[config.mk]
export PLATFORM = sky130hd
export DESIGN_NAME = trace_round_controller_flat
export DESIGN_NICKNAME = d
export VERILOG_FILES = /design/src/rtl/trace_round_controller_pkg.sv /design/src/rtl/trace_round_controller_if.sv /design/src/rtl/trace_popcount.sv /design/src/rtl/trace_round_controller.sv /design/src/flat_wrapper.sv
export SDC_FILE = /design/constraint.sdc
export NUM_CORES = 1
export LEC_CHECK = 0
export CAP_MARGIN = 20
export CORE_MARGIN = 1
export CORE_UTILIZATION = 51
export DETAILED_ROUTE_END_ITERATION = 10
export HOLD_SLACK_MARGIN = 0.02
export PLACE_DENSITY_LB_ADDON = 0.2
export SLEW_MARGIN = 15
export SYNTH_ARGS = -nofsm -noshare
export SYNTH_HDL_FRONTEND = slang
export SYNTH_HIERARCHICAL = 1
export SYNTH_SLANG_ARGS = --single-unit
[constraint.sdc]
create_clock -name clk -period 6.05 [get_ports clk]
set_input_delay 0.605 -clock clk [delete_from_list [all_inputs] [get_ports clk]]
set_output_delay 0.605 -clock clk [all_outputs]
set_load 0.005 [all_outputs]
[src/rtl/trace_round_controller_pkg.sv]
// rtl/trace_round_controller_pkg.sv - shared game package: FSM encoding, trace defaults, counter helper
package trace_round_controller_pkg;

    typedef enum logic [1:0] {
        ST_IDLE    = 2'd0,
        ST_CAPTURE = 2'd1,
        ST_CHECK   = 2'd2,
        ST_HOLD    = 2'd3
    } state_e;

    localparam int TRACE_BITS_DEF = 16;
    localparam int MIN_ONES_DEF   = 4;
    localparam int CNT_W          = 8;

    // Counters stick at all-ones instead of wrapping.
    function automatic logic [CNT_W-1:0] sat_inc(input logic [CNT_W-1:0] v);
        return (v == {CNT_W{1'b1}}) ? v : v + CNT_W'(1);
    endfunction

endpackage

[src/rtl/trace_round_controller_if.sv]
// rtl/trace_round_controller_if.sv - sample/handshake/status bundle between the game logic and the trace controller
interface trace_round_controller_if
    import trace_round_controller_pkg::*;
#(
    parameter int TRACE_BITS = TRACE_BITS_DEF
);
    logic                  tick;
    logic                  RBG;
    logic                  start;
    logic                  trace_saved;
    logic [TRACE_BITS-1:0] trace;
    logic                  save_trace;
    logic                  busy;
    logic [CNT_W-1:0]      round_count;
    logic [CNT_W-1:0]      reject_count;

    modport master (
        output tick, RBG, start, trace_saved,
        input  trace, save_trace, busy, round_count, reject_count
    );

    modport slave (
        input  tick, RBG, start, trace_saved,
        output trace, save_trace, busy, round_count, reject_count
    );
endinterface

[src/rtl/trace_popcount.sv]
// rtl/trace_popcount.sv - combinational count of 1-bits in a captured trace
module trace_popcount #(
    parameter int WIDTH = 16,
    parameter int CW    = $clog2(WIDTH + 1)
) (
    input  logic [WIDTH-1:0] bits_i,
    output logic [CW-1:0]    count_o
);
    always_comb begin
        count_o = '0;
        for (int i = 0; i < WIDTH; i++) begin
            count_o = count_o + CW'(bits_i[i]);
        end
    end
endmodule

[src/rtl/trace_round_controller.sv]
// rtl/trace_round_controller.sv - captures TRACE_BITS ticked random bits, rejects sparse traces, holds until acknowledged
module trace_round_controller
    import trace_round_controller_pkg::*;
#(
    parameter int TRACE_BITS = TRACE_BITS_DEF,
    parameter int MIN_ONES   = MIN_ONES_DEF
) (
    input  logic                    clk,
    input  logic                    reset,
    trace_round_controller_if.slave bus
);
    localparam int            KW     = (TRACE_BITS > 1) ? $clog2(TRACE_BITS) : 1;
    localparam int            CW     = $clog2(TRACE_BITS + 1);
    localparam logic [KW-1:0] K_LAST = KW'(TRACE_BITS - 1);
    localparam logic [CW-1:0] MIN_C  = CW'(MIN_ONES);

    state_e                state_q, state_d;
    logic [TRACE_BITS-1:0] trace_q, trace_d;
    logic [KW-1:0]         k_q, k_d;
    logic [CNT_W-1:0]      round_q, round_d;
    logic [CNT_W-1:0]      reject_q, reject_d;
    logic [CW-1:0]         ones;

    trace_popcount #(
        .WIDTH (TRACE_BITS),
        .CW    (CW)
    ) u_popcount (
        .bits_i  (trace_q),
        .count_o (ones)
    );

    always_ff @(posedge clk) begin
        if (reset) begin
            state_q  <= ST_IDLE;
            trace_q  <= '0;
            k_q      <= '0;
            round_q  <= '0;
            reject_q <= '0;
        end else begin
            state_q  <= state_d;
            trace_q  <= trace_d;
            k_q      <= k_d;
            round_q  <= round_d;
            reject_q <= reject_d;
        end
    end

    always_comb begin
        state_d  = state_q;
        trace_d  = trace_q;
        k_d      = k_q;
        round_d  = round_q;
        reject_d = reject_q;

        case (state_q)
            ST_IDLE: begin
                if (bus.start) begin
                    state_d = ST_CAPTURE;
                    trace_d = '0;
                    k_d     = '0;
                end
            end
            ST_CAPTURE: begin
                if (bus.tick) begin
                    trace_d[k_q] = bus.RBG;
                    // The final bit parks k at 0 rather than letting it wrap past the top.
                    if (k_q == K_LAST) begin
                        k_d     = '0;
                        state_d = ST_CHECK;
                    end else begin
                        k_d = k_q + KW'(1);
                    end
                end
            end
            ST_CHECK: begin
                if (ones >= MIN_C) begin
                    state_d = ST_HOLD;
                end else begin
                    state_d  = ST_CAPTURE;
                    trace_d  = '0;
                    k_d      = '0;
                    reject_d = sat_inc(reject_q);
                end
            end
            ST_HOLD: begin
                if (bus.trace_saved) begin
                    state_d = ST_IDLE;
                    round_d = sat_inc(round_q);
                end
            end
            default: begin
                state_d = ST_IDLE;
            end
        endcase
    end

    assign bus.trace        = trace_q;
    assign bus.save_trace   = (state_q == ST_HOLD);
    assign bus.busy         = (state_q != ST_IDLE);
    assign bus.round_count  = round_q;
    assign bus.reject_count = reject_q;

endmodule

[src/flat_wrapper.sv]
// flat-port wrapper written by rule: the top's interface ports become plain ports
module trace_round_controller_flat import trace_round_controller_pkg::*;
#(
    parameter int TRACE_BITS = TRACE_BITS_DEF,
    parameter int MIN_ONES   = MIN_ONES_DEF
)
  (clk, reset, bus_tick, bus_RBG, bus_start, bus_trace_saved, bus_trace, bus_save_trace, bus_busy, bus_round_count, bus_reject_count);
  trace_round_controller_if #(.TRACE_BITS(TRACE_BITS)) bus_i ();
  input  logic clk;
  input  logic reset;
  input wire logic [$bits(bus_i.tick)-1:0] bus_tick;
  input wire logic [$bits(bus_i.RBG)-1:0] bus_RBG;
  input wire logic [$bits(bus_i.start)-1:0] bus_start;
  input wire logic [$bits(bus_i.trace_saved)-1:0] bus_trace_saved;
  output wire logic [$bits(bus_i.trace)-1:0] bus_trace;
  output wire logic [$bits(bus_i.save_trace)-1:0] bus_save_trace;
  output wire logic [$bits(bus_i.busy)-1:0] bus_busy;
  output wire logic [$bits(bus_i.round_count)-1:0] bus_round_count;
  output wire logic [$bits(bus_i.reject_count)-1:0] bus_reject_count;
  assign bus_i.tick = bus_tick;
  assign bus_i.RBG = bus_RBG;
  assign bus_i.start = bus_start;
  assign bus_i.trace_saved = bus_trace_saved;
  assign bus_trace = bus_i.trace;
  assign bus_save_trace = bus_i.save_trace;
  assign bus_busy = bus_i.busy;
  assign bus_round_count = bus_i.round_count;
  assign bus_reject_count = bus_i.reject_count;
  trace_round_controller #(.TRACE_BITS(TRACE_BITS), .MIN_ONES(MIN_ONES)) u_core (.clk(clk), .reset(reset), .bus(bus_i));
endmodule
==> impl_metrics.json <==
{
  "switchingPower_uw": 122,
  "ant_nets": 0,
  "overflow": 0,
  "grt_use_met2_pct": 37.1,
  "clockPowerShare_pct": 41.4,
  "wl_per_cell_um": 14.4,
  "status": "finished with violations",
  "combPwrFrac_pct": 8.8,
  "grt_pass1_vias": 1935,
  "fp.dieW_um": 70.8,
  "peakVddDrop_mv": 0.171,
  "clk_pin_slew_ns": 0.08,
  "holdBufCountCts": 0,
  "post-route-util_pct": 65.9,
  "dp_cells": 361,
  "num_io_pins": 40,
  "endpoint_kind": "flip-flop",
  "wl_um": 5330,
  "finalCritPeriodShare_pct": 76.1,
  "synthToLayoutAreaGrowth_pct": 21.2,
  "placed_area_mm2": 0.00282,
  "rows": 24,
  "antenna_found_initial": 0,
  "final_layout_size_suffix_gt1_share_pct": 6.62,
  "gr-usage-met3_pct": 3.13,
  "period_needed_ns": 4.61,
  "post_cts.repair.setup_buffers": 0,
  "hold_viol": 0,
  "multi_input_area_mm2": 0.00148,
  "r2r_setup_slack_ns": 1.44,
  "setup_viol": 0,
  "core-area_mm2": 0.00444,
  "rsz0062_at_grt": "no",
  "path_common_cell": "fa_1",
  "numCtsBuffers": 5,
  "final_common_cell": "clkdlybuf4s50_1",
  "grt-busiest-layer": "met2",
  "crit_chain": "inv_1 -> fa_1 -> fa_1 -> fa_1 -> fa_1 -> inv_1 -> ha_1 -> a21o_1 -> a21oi_2 -> xnor2_1 -> or3_1 -> nor4_1 -> and3_1 -> nor3_1",
  "violations": "design-rule violations",
  "synth_area_per_cell_um2": 8.63,
  "vias_per_cell": 5.61,
  "fin_skew_ns": 0.00469,
  "cts_tree": "done",
  "grtUsageTotal_pct": 22.4,
  "post-dp-hpwl_um": 3780,
  "critical_path.max_fanout": 6,
  "initial_core_util_pct": 54.4,
  "final_cell_mix": "clkdlybuf4s50_1 (39), dfxtp_1 (38), inv_1 (31)",
  "worstMarginPinSlew_ns": 0.757,
  "critPathArrivalTime_ns": 4.77,
  "nNetsFinal": 343,
  "synth_nets": 307,
  "cts_resized": 0,
  "max_freq_mhz": 217,
  "crit_required_ns": 6.21,
  "seq_area_um2": 761,
  "slowest_delay_ns": 0.59,
  "cp_slowest_cell": "fa_1",
  "pre_cts_ws_ns": 1.45,
  "slew_headroom_pct": 49.5,
  "critical_path_class": "reg2reg",
  "grt_util_met1_pct": 30.4,
  "hold_class": "reg2reg",
  "place_congestion": 0.798,
  "p_sw_share_pct": 23.7,
  "synth_area_mm2": 0.00242,
  "finalWorstSetupSlack_ns": 1.44,
  "grt_max_degree": 33,
  "clock_path_buffers": 2,
  "cap_violations": 0,
  "yosys_warnings": 6,
  "drtIter0Drc": 141,
  "internal_power_uw": 392,
  "vias": 2071,
  "die_area_mm2": 0.00502,
  "instances_no_fill": 369,
  "drc": 2,
  "maxSlewViolCount": 0,
  "power_frac_seq_pct": 49.8,
  "setup_tns_ns": 0,
  "insertion_delay_ns": 0.29,
  "critPathLaunchType": "flip-flop",
  "cts_max_level": 2,
  "root_buffer": "clkbuf_8",
  "cellPowerDensity_mw_per_mm2": 175,
  "dr.pass1.iters": 9,
  "numPortBuffers": 39,
  "final_area_mm2": 0.00293,
  "synth_cells": 280,
  "p_leak_uw": 0.00103,
  "cts.sinks": 38,
  "grt_pass1_wl_um": 9000,
  "die_y_um": 70.8,
  "antenna_cells": 0,
  "fill_cells": 374
}
[registers in the layout, summed over array words and instances, names as in the netlist]
signal and cells:
u_core/bus.trace 16, u_core/bus.round_count 8, u_core/bus.reject_count 8, u_core/state_q 2, u_core/k_q 4
[cell type report]
| class | instances | area share [%] |
|---|---|---|
| Clock buffer | 5 | 2.35 |
| Timing Repair Buffer | 40 | 13.6 |
| Sequential cell | 38 | 26.0 |
| Tap cell | 52 | 2.22 |
| Multi-Input combinational cell | 200 | 50.5 |
| Inverter | 31 | 3.97 |
| Clock inverter | 3 | 1.37 |
[per-stage QoR]
| step | hold WS (ns) | power [µW] |
|---|---|---|
| finish | 0.479 | 513 |
| global placement | 0.461 | 305 |
| global route | 0.513 | 533 |
| floorplan | 0.459 | 292 |
| CTS | 0.482 | 517 |
| detailed placement | 0.462 | 306 |
[worst paths after layout]
kind	from	to	depth (start not counted)
setup / recovery	u_core/bus.trace[0]	u_core/bus.reject_count[5]	14
hold / removal	u_core/bus.trace[9]	u_core/bus.trace[9]	2
setup reg to reg	u_core/bus.trace[0]	u_core/bus.reject_count[5]	14
hold reg to reg	u_core/bus.trace[9]	u_core/bus.trace[9]	2
[power by group through the flow]
stage               combinational [µW]  clock, µW  sequential [µW]
detailed placement                44.6          0              262
global placement                  43.9          0              261
floorplan                         32.1          0              260
CTS                               45.1        217              256
finish                            45.3        212              256
global route                      49.8        227              256
[layer usage]
layer,routed length (µm),vias up
met5,0,-
met4,62,0
met3,202,7
met2,2510,54
met1,2550,972
li1,-,1038
[worst max-delay path: cells and delay by family (launching register included)]
| kind | cells | cell delay [ns] |
|---|---|---|
| DFF | 1 | 0.35 |
| buffers and inverters | 2 | 0.12 |
| adders and majority gates | 5 | 2.31 |
| and+or+nand+nor | 4 | 1.25 |
| AOI/OAI and AO/OA | 2 | 0.33 |
| xor gates and xnor gates | 1 | 0.12 |
(Power assumes the default switching activity.)
